--- src/rtl/priority_collector.sv ---
// Priority collector: reassembles the one-hot grants of one priority-encoder scan
// into a channel mask, a grant count and the first error seen during that scan.
module priority_collector #(
   parameter int CH_N    = 16,
   parameter int TIMEOUT = 64
) (
   input  logic            clk_i,
   input  logic            reset_i,
   input  logic            arm_i,
   input  logic [CH_N-1:0] ch_sel_i,
   input  logic            zero_i,
   input  logic            cycle_done_i,
   output logic [CH_N-1:0] mask_o,
   output logic [4:0]      count_o,
   output logic            valid_o,
   output logic            busy_o,
   output logic            err_o,
   output logic [1:0]      err_code_o
);
   localparam int IW = (CH_N > 1) ? $clog2(CH_N) : 1;
   localparam int TW = (TIMEOUT > 1) ? $clog2(TIMEOUT) : 1;
   localparam logic [4:0]    CNT_MAX  = 5'(CH_N);
   localparam logic [TW-1:0] TMO_LAST = TW'(TIMEOUT - 1);

   typedef enum logic [1:0] {S_IDLE, S_ARMED, S_COLLECT, S_DONE} state_e;
   typedef enum logic [1:0] {
      E_NONE = 2'b00, E_ONEHOT = 2'b01, E_ORDER = 2'b10, E_TIMEOUT = 2'b11
   } err_e;

   state_e          state_q, state_d;
   logic [CH_N-1:0] acc_mask_q, acc_mask_d;
   logic [4:0]      acc_cnt_q, acc_cnt_d;
   logic [IW-1:0]   last_idx_q, last_idx_d;
   logic            have_idx_q, have_idx_d;
   err_e            acc_err_q, acc_err_d;
   logic [TW-1:0]   tmo_q, tmo_d;
   logic [CH_N-1:0] mask_q, mask_d;
   logic [4:0]      cnt_q, cnt_d;
   logic [1:0]      code_q, code_d;

   logic [IW-1:0]   sel_idx;
   logic [CH_N-1:0] p_mask;
   logic [4:0]      p_cnt;
   logic [IW-1:0]   p_idx;
   logic            p_have;
   err_e            p_err;

   // zero_i is informational only: a scan ends on cycle_done_i or timeout.
   logic unused_zero;
   assign unused_zero = zero_i;

   always_comb begin
      sel_idx = '0;
      for (int unsigned i = 0; i < CH_N; i++) begin
         if (ch_sel_i[i]) sel_idx = IW'(i);
      end
   end

   // Scan accumulators as they would be after accepting this cycle's ch_sel_i.
   always_comb begin
      p_mask = acc_mask_q;
      p_cnt  = acc_cnt_q;
      p_idx  = last_idx_q;
      p_have = have_idx_q;
      p_err  = acc_err_q;
      if (ch_sel_i != '0) begin
         if (!$onehot(ch_sel_i)) begin
            if (acc_err_q == E_NONE) p_err = E_ONEHOT;
         end else begin
            if (have_idx_q && (sel_idx <= last_idx_q) && (acc_err_q == E_NONE))
               p_err = E_ORDER;
            p_mask = acc_mask_q | ch_sel_i;
            if (acc_cnt_q < CNT_MAX) p_cnt = acc_cnt_q + 5'd1;
            p_idx  = sel_idx;
            p_have = 1'b1;
         end
      end
   end

   always_comb begin
      state_d    = state_q;
      acc_mask_d = acc_mask_q;
      acc_cnt_d  = acc_cnt_q;
      last_idx_d = last_idx_q;
      have_idx_d = have_idx_q;
      acc_err_d  = acc_err_q;
      tmo_d      = tmo_q;
      mask_d     = mask_q;
      cnt_d      = cnt_q;
      code_d     = code_q;
      case (state_q)
         S_IDLE: begin
            if (arm_i) state_d = S_ARMED;
         end
         S_ARMED: begin
            if (!arm_i) begin
               state_d = S_IDLE;
            end else if (ch_sel_i != '0) begin
               state_d    = S_COLLECT;
               acc_mask_d = p_mask;
               acc_cnt_d  = p_cnt;
               last_idx_d = p_idx;
               have_idx_d = p_have;
               acc_err_d  = p_err;
               tmo_d      = '0;
            end else if (cycle_done_i) begin
               state_d = S_DONE;
               mask_d  = acc_mask_q;
               cnt_d   = acc_cnt_q;
               code_d  = acc_err_q;
            end
         end
         S_COLLECT: begin
            acc_mask_d = p_mask;
            acc_cnt_d  = p_cnt;
            last_idx_d = p_idx;
            have_idx_d = p_have;
            acc_err_d  = p_err;
            tmo_d      = tmo_q + TW'(1);
            if (cycle_done_i || (tmo_q == TMO_LAST)) begin
               state_d = S_DONE;
               mask_d  = p_mask;
               cnt_d   = p_cnt;
               code_d  = (!cycle_done_i && (p_err == E_NONE)) ? E_TIMEOUT : p_err;
            end
         end
         S_DONE: begin
            acc_mask_d = '0;
            acc_cnt_d  = '0;
            last_idx_d = '0;
            have_idx_d = 1'b0;
            acc_err_d  = E_NONE;
            tmo_d      = '0;
            state_d    = arm_i ? S_ARMED : S_IDLE;
         end
         default: state_d = S_IDLE;
      endcase
   end

   always_ff @(posedge clk_i) begin
      if (reset_i) begin
         state_q    <= S_IDLE;
         acc_mask_q <= '0;
         acc_cnt_q  <= '0;
         last_idx_q <= '0;
         have_idx_q <= 1'b0;
         acc_err_q  <= E_NONE;
         tmo_q      <= '0;
         mask_q     <= '0;
         cnt_q      <= '0;
         code_q     <= '0;
      end else begin
         state_q    <= state_d;
         acc_mask_q <= acc_mask_d;
         acc_cnt_q  <= acc_cnt_d;
         last_idx_q <= last_idx_d;
         have_idx_q <= have_idx_d;
         acc_err_q  <= acc_err_d;
         tmo_q      <= tmo_d;
         mask_q     <= mask_d;
         cnt_q      <= cnt_d;
         code_q     <= code_d;
      end
   end

   assign mask_o     = mask_q;
   assign count_o    = cnt_q;
   assign err_code_o = code_q;
   assign err_o      = (code_q != 2'b00);
   assign valid_o    = (state_q == S_DONE);
   assign busy_o     = (state_q == S_COLLECT);

endmodule

--- config.mk ---
export PLATFORM = sky130hd
export DESIGN_NAME = priority_collector
export DESIGN_NICKNAME = d
export VERILOG_FILES = /design/src/rtl/priority_collector.sv
export SDC_FILE = /design/constraint.sdc
export NUM_CORES = 1
export LEC_CHECK = 0
export ABC_CLOCK_PERIOD_IN_PS = 5800
export CORE_MARGIN = 1.5
export CORE_UTILIZATION = 48
export DETAILED_ROUTE_END_ITERATION = 8
export MAX_ROUTING_LAYER = met4
export PLACE_DENSITY = 0.81
export SYNTH_ARGS = -nofsm -noshare
export SYNTH_HDL_FRONTEND = slang
export SYNTH_SLANG_ARGS = --single-unit
--- constraint.sdc ---
create_clock -name clk_i -period 5.8 [get_ports clk_i]
set_clock_uncertainty 0.2 [all_clocks]
set_input_delay 1.74 -clock clk_i [delete_from_list [all_inputs] [get_ports clk_i]]
set_output_delay 1.74 -clock clk_i [all_outputs]
set_load 0.005 [all_outputs]
==> results.py, run 1 <==
metrics = {
    "synth": {
        "syn_nets": 403,
        "postSynthCellCount": 360,
        "syn_area_mm2": 0.003162,
        "synth-edff-count": 0,
        "synth_cell_types": 57,
        "yosysSeqAreaShare": 0.3736,
        "yosys_warnings": 0,
        "synth-main-ff-cell": "dfxtp_1",
        "ys_ff_latch": 59,
        "synthArstFlopShare": 0,
        "synth_area_per_cell_um2": 8.783,
    },
    "placement": {
        "globalplace.congestion": 0.8691,
        "dpl.hpwl_um": 5547,
        "port_buffers": 45,
    },
    "grt": {
        "grt_pass1_vias": 3192,
        "grtUsageMet2": 0.4756,
        "grtUsageMet1": 0.3088,
        "grt_pass1_wl_um": 15270,
        "globalRouteOverflowTotal": 0,
        "grt_util_met3": 0.07080,
        "antenna_found_initial": 0,
        "grt_usage": 0.2803,
        "grt_start_max_net_pins": 43,
        "grt.busiest_layer": "met2",
    },
    "detailed_routing": {
        "ant_nets": 0,
        "wl_per_cell_um": 19.64,
        "num_vias": 3216,
        "drtPass1Iterations": 5,
        "routed_wl_um": 10310,
        "via_per_inst": 6.126,
        "drcViolationCount": 0,
        "first_iter_violations": 258,
    },
    "clock_network": {
        "numCtsBuffers": 9,
        "cts.clk_slew.worst_paths_ns": 0.07,
        "root_buffer": "clkbuf_8",
        "cts_sinks": 59,
        "clk_path_buf_depth": 2,
        "cts_tree": "yes",
        "h-tree-depth": 3,
        "hold_buffers": 0,
        "clk_latency_ns": 0.35,
    },
    "power_and_ir_drop": {
        "p_clk_frac": 0.280,
        "switching_share": 0.3364,
        "power_w": 0.001539,
        "p_switching_w": 0.0005178,
        "comb_power_share": 0.430,
        "peakVddDrop_v": 0.0002635,
        "powerDensity_mw_per_mm2": 326.1,
        "p_seq_frac": 0.290,
        "p_int_w": 0.001021,
        "p_leak_nw": 1.737,
    },
    "floorplanning": {
        "die_area_mm2": 0.007083,
        "start_util": 0.4979,
        "ioPinCount": 47,
        "die_w_um": 84.16,
        "rows": 29,
        "core-area_mm2": 0.006350,
        "dieHeight_um": 84.16,
    },
    "layout": {
        "syn_to_final_growth_pct": 49.27,
        "multi_input_area_mm2": 0.002235,
        "drive_gt1_frac": 0.3125,
        "diodes": 0,
        "final_common_cell": "dfxtp_1",
        "nets": 486,
        "register_area_mm2": 0.001181,
        "nFillCells": 404,
        "layout_common_cells": "dfxtp_1 (59), nor2_1 (53), clkdlybuf4s50_1 (36)",
    },
    "sta": {
        "fin_crit_ns": 6.165,
        "setup_viol": 50,
        "hold_ws_ns": 0.2973,
        "rsz0062_at_grt": "true",
        "tns_ns": -9.451,
        "slew_viol_final": 0,
        "relSlewSlack": 0.1982,
        "period_share": 1.063,
        "fmax_ghz": 0.1622,
        "hold_viol": 0,
        "worst_pin_slew_ns": 1.203,
        "layout_setup_ws_ns": -0.3655,
    },
    "outcome": {
        "failed_checks": "setup timing",
        "outcome": "finished, violations left",
    },
    "critical_path": {
        "crit_path_start_kind": "primary input",
        "crit_slowest_cell": "fa_1",
        "arrival_ns": 6.22,
        "cp_slowest_stage_delay_ns": 0.56,
        "critPathKind": "in -> reg",
        "path_cells": "clkdlybuf4s50_1 > inv_1 > fa_1 > inv_2 > fa_1 > inv_1 > fa_1 > inv_1 > ha_2 > inv_2 > fa_2 > a211o_1 > buf_6 > a211o_4 > nor3_4 > buf_6 > a211oi_2 > nor3_1",
        "required_ns": 5.86,
        "critPathMaxFanout": 7,
        "crit_family": "adder cells",
        "cp-end-kind": "register",
        "timing.critical_path.buf_inv": 8,
    },
    "worst_hold_path": {
        "hp-class": "reg -> reg",
    },
    "flow_run": {
        "maxCapViolations": 0,
    },
}
-- layout make-up --
type / count / share of cell area
multi-input combinational: 257 / 0.4735
sequential: 59 / 0.2503
timing repair buffer: 89 / 0.1864
clock buffer: 10 / 0.02916
inverter: 27 / 0.02147
tap: 77 / 0.02041
clock inverter: 6 / 0.01882
-- final timing paths --
kind,start,slack (ns),endpoint,depth (start not counted)
worst min register to register,mask_o[3]$_SDFFE_PP0P_,0.30,mask_o[3]$_SDFFE_PP0P_,2
worst max-delay path,ch_sel_i[10],-0.37,mask_o[4]$_SDFFE_PP0P_,18
worst max register to register,state_q[0]$_SDFFE_PP0P_,2.97,count_o[1]$_SDFFE_PP0P_,4
worst min-delay path,mask_o[3]$_SDFFE_PP0P_,0.30,mask_o[3]$_SDFFE_PP0P_,2
-- tightest hold or removal path, stage by stage, from the launching register on --
cell	delay [ns]
dfxtp_1	0.31
nor2_1	0.09
nor3_1	0.05
-- metal layers --
layer	part of all wire	up-vias	wire length (µm)
met5	0	-	0
met4	0.035	0	358
met3	0.067	47	688
met2	0.53	155	5415
met1	0.37	1561	3850
li1	-	1453	-
-- flip-flops by register name, summed over array words and instances (netlist names), 2 cells and up, named ones only --
| signal | count |
|---|---|
| count_o | 5 |
| tmo_q | 6 |
| acc_cnt_q | 5 |
| acc_err_q | 2 |
| acc_mask_q | 16 |
| last_idx_q | 4 |
| mask_o | 16 |
| err_code_o | 2 |
-- kinds of logic after synthesis --
logic type,Yosys count,synth area share
simple gates,136,0.2323
mux,2,0.006332
fa+ha+maj,22,0.1108
buf+inv,44,0.05817
flops,59,0.3736
compound gates,94,0.2105
xor+xnor,3,0.008312
-- synth_stat cells, types with 3 or more instances --
cell type / instances / share of area
o32ai_1: 4 / 0.011
buf_2: 9 / 0.014
nand3_1: 8 / 0.013
inv_1: 27 / 0.032
ha_1: 12 / 0.047
a311oi_1: 6 / 0.017
and3_1: 3 / 0.0059
clkbuf_1: 7 / 0.0083
fa_1: 10 / 0.063
nor4_4: 3 / 0.020
a21oi_1: 29 / 0.046
a211oi_1: 17 / 0.040
dfxtp_1: 59 / 0.37
o21ai_0: 10 / 0.016
nor2_1: 59 / 0.070
nand4_1: 4 / 0.0079
nor3_1: 19 / 0.030
nand2_1: 11 / 0.013
nand2b_1: 10 / 0.020
-- stage by stage --
| step | cells | area, µm² | util | worst slack [ns] |
|---|---|---|---|---|
| 2_1_floorplan | 360 | 3164 | - | -0.1072 |
| 5_1_grt | 525 | 4720 | 0.7433 | -0.5140 |
| 3_3_place_gp | 492 | 3841 | 0.6049 | -0.7871 |
| 4_1_cts | 519 | 4482 | 0.7058 | -0.3287 |
| 6_report | 525 | 4720 | 0.7433 | -0.3655 |
| 3_5_place_dp | 492 | 3841 | 0.6049 | -0.9064 |
-- power groups by stage --
stage / Sequential [W] / Combinational, W / Clock [W]
3_3_place_gp: 0.000446 / 0.000345 / 0
6_report: 0.000447 / 0.000661 / 0.000431
3_5_place_dp: 0.000447 / 0.000360 / 0
2_1_floorplan: 0.000445 / 0.000206 / 0
5_1_grt: 0.000449 / 0.000702 / 0.000450
4_1_cts: 0.000442 / 0.000507 / 0.000428
-- what timing repair did --
action / in CTS / in global routing
gates cloned: 3 / 0
pin swaps: 60 / 34
buffers inserted: 9 / 9
gates resized for setup: 90 / 48
setup endpoints to repair: 51 / 51
Power figures use the tool's default switching activity.
==> inputs of run 2 (changes only) <==
--- a/config.mk
+++ b/config.mk
@@ -5,7 +5,7 @@
 export SDC_FILE = /design/constraint.sdc
 export NUM_CORES = 1
 export LEC_CHECK = 0
-export ABC_CLOCK_PERIOD_IN_PS = 5800
+export ABC_CLOCK_PERIOD_IN_PS = 5670
 export CORE_MARGIN = 1.5
 export CORE_UTILIZATION = 48
 export DETAILED_ROUTE_END_ITERATION = 8
==> constraint.sdc (replaced) <==
create_clock -name clk_i -period 5.67 [get_ports clk_i]
set_clock_uncertainty 0.2 [all_clocks]
set_input_delay 1.701 -clock clk_i [delete_from_list [all_inputs] [get_ports clk_i]]
set_output_delay 1.701 -clock clk_i [all_outputs]
set_load 0.005 [all_outputs]
==> results.py, run 2 (same netlist as run 1, synthesis figures left out) <==
metrics = {
    "sta": {
        "worst_pin_slew_ns": 1.071,
        "slew_viol_final": 0,
        "layout_setup_ws_ns": -0.3517,
        "hold_viol": 0,
        "fmax_ghz": 0.1661,
        "fin_crit_ns": 6.022,
        "relSlewSlack": 0.2861,
        "period_share": 1.062,
        "rsz0062_at_grt": "true",
        "hold_ws_ns": 0.2944,
        "setup_viol": 51,
    },
    "clock_network": {
        "clk_path_buf_depth": 2,
        "cts.clk_slew.worst_paths_ns": 0.07,
        "cts_sinks": 59,
        "root_buffer": "clkbuf_8",
        "numCtsBuffers": 9,
        "cts_tree": "yes",
        "h-tree-depth": 3,
        "clk_latency_ns": 0.35,
    },
    "layout": {
        "register_area_mm2": 0.001181,
        "nFillCells": 438,
        "multi_input_area_mm2": 0.002107,
        "layout_common_cells": "dfxtp_1 (59), nor2_1 (56), clkdlybuf4s50_1 (36)",
        "syn_to_final_growth_pct": 40.68,
        "stdcell_area_mm2": 0.004448,
        "final_common_cell": "dfxtp_1",
        "nets": 476,
        "drive_gt1_frac": 0.2808,
        "diodes": 0,
        "finalNonFillerCells": 515,
    },
    "detailed_routing": {
        "drtPass1Iterations": 4,
        "routed_wl_um": 9092,
        "drcViolationCount": 0,
        "ant_nets": 0,
        "num_vias": 3026,
        "via_per_inst": 5.876,
        "first_iter_violations": 124,
        "wl_per_cell_um": 17.65,
    },
    "outcome": {
        "failed_checks": "setup timing",
        "outcome": "finished, violations left",
    },
    "critical_path": {
        "timing.critical_path.buf_inv": 6,
        "cpMostUsedCell": "fa_1",
        "crit_path_start_kind": "primary input",
        "arrival_ns": 6.04,
        "cp_slowest_stage_delay_ns": 0.54,
        "path_cells": "clkdlybuf4s15_2 > fa_1 > fa_1 > fa_1 > inv_2 > fa_1 > inv_1 > ha_2 > inv_2 > fa_1 > nand4bb_1 > buf_4 > a211o_4 > buf_12 > o41a_1 > o21ai_2 > a21oi_1",
        "critPathKind": "in -> reg",
        "required_ns": 5.69,
        "critPathMaxFanout": 5,
        "crit_family": "adder cells",
        "cp-end-kind": "register",
        "crit_slowest_cell": "fa_1",
    },
    "placement": {
        "port_buffers": 45,
        "dp_cells": 492,
        "placedInstanceArea_mm2": 0.003854,
        "dpl.hpwl_um": 5618,
        "globalplace.congestion": 0.9064,
        "dp_slack_ns": -0.9583,
    },
    "grt": {
        "grt_pass1_vias": 3066,
        "grt_start_max_net_pins": 43,
        "grt_usage": 0.2678,
        "globalRouteOverflowTotal": 0,
        "antenna_found_initial": 0,
        "grt_pass1_wl_um": 14430,
    },
    "worst_hold_path": {
        "hp-class": "reg -> reg",
    },
    "floorplanning": {
        "rows": 29,
        "start_util": 0.4979,
        "die_area_mm2": 0.007083,
        "ioPinCount": 47,
        "dieHeight_um": 84.16,
        "core-area_mm2": 0.006350,
        "die_w_um": 84.16,
    },
    "power_and_ir_drop": {
        "powerDensity_mw_per_mm2": 304.3,
        "peakVddDrop_v": 0.0002273,
        "p_leak_nw": 1.651,
    },
    "flow_run": {
        "maxCapViolations": 0,
    },
}
-- run 2: cell count changes in the layout (fill, tap and decap cells not counted), moves of 3 or more --
cell and delta:
a21oi_4 -7, buf_6 -6, a21oi_2 +6, a211oi_4 -3, nor2_1 +3
-- run 2: path summary, 6_finish.rpt --
path                                start  depth (start not counted)                        end  slack (ns)
setup / recovery              ch_sel_i[0]                         17  acc_cnt_q[3]$_SDFFE_PP0P_       -0.35
hold / removal    mask_o[11]$_SDFFE_PP0P_                          2    mask_o[11]$_SDFFE_PP0P_        0.29
setup reg to reg  state_q[0]$_SDFFE_PP0P_                          4    count_o[1]$_SDFFE_PP0P_        2.95
hold reg to reg   mask_o[11]$_SDFFE_PP0P_                          2    mask_o[11]$_SDFFE_PP0P_        0.29
-- run 2: stage by stage --
stage / TNS [ns] / util / total power, W
after floorplan: -3.447 / - / 0.0006690
after global placement: -39.81 / 0.6069 / 0.0008116
after detailed placement: -40.84 / 0.6069 / 0.0008261
after CTS: -13.65 / 0.6839 / 0.001317
after global routing: -21.64 / 0.7005 / 0.001426
final: -12.46 / 0.7005 / 0.001353
-- run 2: report_power, final --
part           leakage (nW)  switching [W]  internal, W  total (W)
Clock                0.0987       0.000178     0.000214   0.000392
Combinational          1.08       0.000253     0.000254   0.000507
Sequential            0.477      0.0000189     0.000435   0.000454
-- run 2: final cells by class --
cell class              count  share of cell area
clock inverters             6             0.01435
clock buffers              10             0.03094
inverters                  27             0.02278
flip-flops and latches     59              0.2655
well taps                  77             0.02166
repair buffers             79              0.1710
multi-input cells         257              0.4737
-- run 2: routing by layer --
layer,wire (µm),track usage
met4,406,0.1431
met3,425,0.06588
met1,3580,0.3059
met2,4680,0.4335
met5,0,-
-- run 2: timing repair --
| item | CTS | global route |
|---|---|---|
| setup endpoints to repair | 51 | 51 |
| hold buffers | 0 | 0 |
| cloned | 3 | 0 |
| pin swaps | 49 | 37 |
| resized for setup | 67 | 43 |
| setup buffers | 5 | 3 |
-- run 2: worst register-to-register path, delay by kind of cell, from the launching register on --
family / cells / cell delay [ns]
AO/OA/AOI/OAI: 3 / 1.39
AND/OR/NAND/NOR: 1 / 0.62
flip-flops: 1 / 0.40
==> RTL edit: new RTL, settings of run 2 <==
Reset style: asynchronous (`reset_i`), changed in one clocked block.
--- a/src/rtl/priority_collector.sv
+++ b/src/rtl/priority_collector.sv
@@ -137,7 +137,7 @@
       endcase
    end
 
-   always_ff @(posedge clk_i) begin
+   always_ff @(posedge clk_i or posedge reset_i) begin
       if (reset_i) begin
          state_q    <= S_IDLE;
          acc_mask_q <= '0;
Check against the original RTL: differs if reset_i is asserted again (counterexample within 4 cycles, from zero or initial values and one cycle with reset_i high); with reset_i held inactive, the same outputs for 4 cycles.
==> RTL edit against run 2 <==
  * The run still ends with negative setup slack left
  * Sequential cell count unchanged
  * Synthesized area is 4.8% higher
  * Routed wire length decreased by 2.8%
  * Register-to-register slack got worse by 300 ps
  * Die area up 4.7%
  * Setup slack lost 43 ps
  * Design area rose by 2.2%
  * Synthesized cell count fell by 5.8%
Power is not compared: it rests on default switching activity, and its combinational part moved more than twofold at a synthesized area within 25%.
==> RTL edit: results (changes against run 2) <==
metric;value;unit;change
worstMarginPinSlew;1010;ps;-60.3 ps
hold_depth;2;;unchanged
grt_max_degree;40;;-7.0%
synth.top_cells.by_area;dfrtp_1 (45%), fa_1 (6.0%), a21oi_1 (4.8%);;
violations;negative setup slack;;
whs;280;ps;-14.4 ps
cts_root_buf;clkbuf_8;;
setup_viol;50;;-2.0%
r2r-end;count_o[2];;
worst-path-max-fanout;7;;+2
tns;-13850;ps;-1390 ps
placed_area;4020;um^2;+4.2%
num_vias;2984;;-1.4%
min_path_type;reg -> reg;;
reg2reg_slack;2650;ps;-300 ps
grtUsageTotal;26.2;%;-0.56 points
nNetsFinal;459;;-3.6%
status;finished with violations;;
hpwl;5.80;mm;+3.3%
drt_iter0_drc;211;;+70%
synth_commonest_cells;dfrtp_1 (59), a21oi_1 (32), nand2_1 (32), o21ai_0 (30), inv_1 (29);;
min_from;mask_o[5];;
cts_buffer_depth;2;;unchanged
async_flop_share;100;%;+100 points
yosysWarnings;0;;unchanged
synth_nets;382;;-5.2%
place_congestion;0.920;;+1.5%
setup_slack;-395;ps;-43.0 ps
dr.pass1.iters;5;;+1
grt_pass1_vias;2931;;-4.4%
reg2regPathDepth;6;;+2
critPathArrivalTime;6150;ps;+110 ps
power_leakage;1.96;nW;
grt_pass1_wl;14.4;mm;-0.43%
yosysUniqueCellTypes;52;;-8.8%
wire_per_inst;17.6;um;about the same
synth_seq_area_share;44.5;%;+7.2 points
holdPathEnd;mask_o[5];;
drive_gt1_share;24.2;%;-3.9 points
==> RTL edit: cell types whose count changed in the layout (fill, tap and decap cells not counted), moves of 7 or more <==
cell      change
dfrtp_1      +59
a21oi_1       +7
nand2_1      +20
nor2_1       -35
o21ai_1      +18
a211oi_2     -13
a22o_1       +15
nor3_1       -11
dfxtp_1      -59
==> RTL edit: how the worst max path moves through the flow <==
stage | slack (ps) | endpoint | from
after global placement | -890 | acc_cnt_q[0] | ch_sel_i[11]
after detailed placement | -1040 | acc_cnt_q[0] | ch_sel_i[11]
after global routing | -480 | mask_o[6] | ch_sel_i[0]
final | -390 | mask_o[3] | ch_sel_i[3]
after floorplan | -250 | count_o[3] | ch_sel_i[11]
after CTS | -380 | acc_cnt_q[0] | ch_sel_i[11]
==> RTL edit: metal layers <==
| layer | GRT usage (%) | share of wire, % |
|---|---|---|
| met2 | 42.4 | 51 |
| met5 | - | 0 |
| met4 | 11.3 | 3.1 |
| met1 | 32.2 | 40 |
| met3 | 5.00 | 5.6 |
==> RTL edit: power by group <==
group          total (mW)  internal (mW)  switching (mW)  leakage [nW]
Combinational        1.05          0.524           0.525          1.09
Sequential          0.688          0.571           0.117         0.784
Clock               0.398          0.204           0.194        0.0916
==> RTL edit: stage by stage <==
stage          setup WS, ps  cells
6_report               -395    501
5_1_grt                -483    501
4_1_cts                -380    498
3_5_place_dp          -1040    476
3_3_place_gp           -894    476
2_1_floorplan          -247    339
==> RTL edit: cells by family (layout without fill, tap and decap cells) <==
family / count (synthesis) / after routing / share of synthesized area [%]
AOI/OAI and AO/OA: 110 / 110 / 21.7
xor gates and xnor gates: 3 / 3 / 0.793
adders and majority gates: 22 / 22 / 10.6
buffers and inverters: 43 / 125 / 5.66
DFF: 59 / 59 / 44.5
muxes: 2 / 2 / 0.642
and+or+nand+nor: 100 / 100 / 16.0
==> RTL edit: worst max-delay path, stage by stage <==
cell and delay [ps]:
dlygate4sd2_1 270, fa_1 550, fa_1 450, fa_1 520, inv_1 50, fa_1 490
inv_2 100, ha_4 140, inv_2 40, fa_2 550, nand4bb_4 140, buf_6 140
a211o_4 310, nor3_4 280, buf_6 190, a21oi_1 80, o21ai_1 140
==> RTL edit: area by class of cell <==
cell class	instances	area (um^2)
clock buffers	9	124
flip-flops and latches	59	1480
multi-input cells	237	1860
repair buffers	80	796
inverters	29	109
well taps	80	100
clock inverters	7	78.8
fillers	455	2170
==> RTL edit: what timing repair did <==
item | 4_1_cts | 5_1_grt
buffers inserted | 8 | 3
setup endpoints to repair | 51 | 51
pin swaps | 29 | 25
gates cloned | 1 | 1
resized for setup | 78 | 21
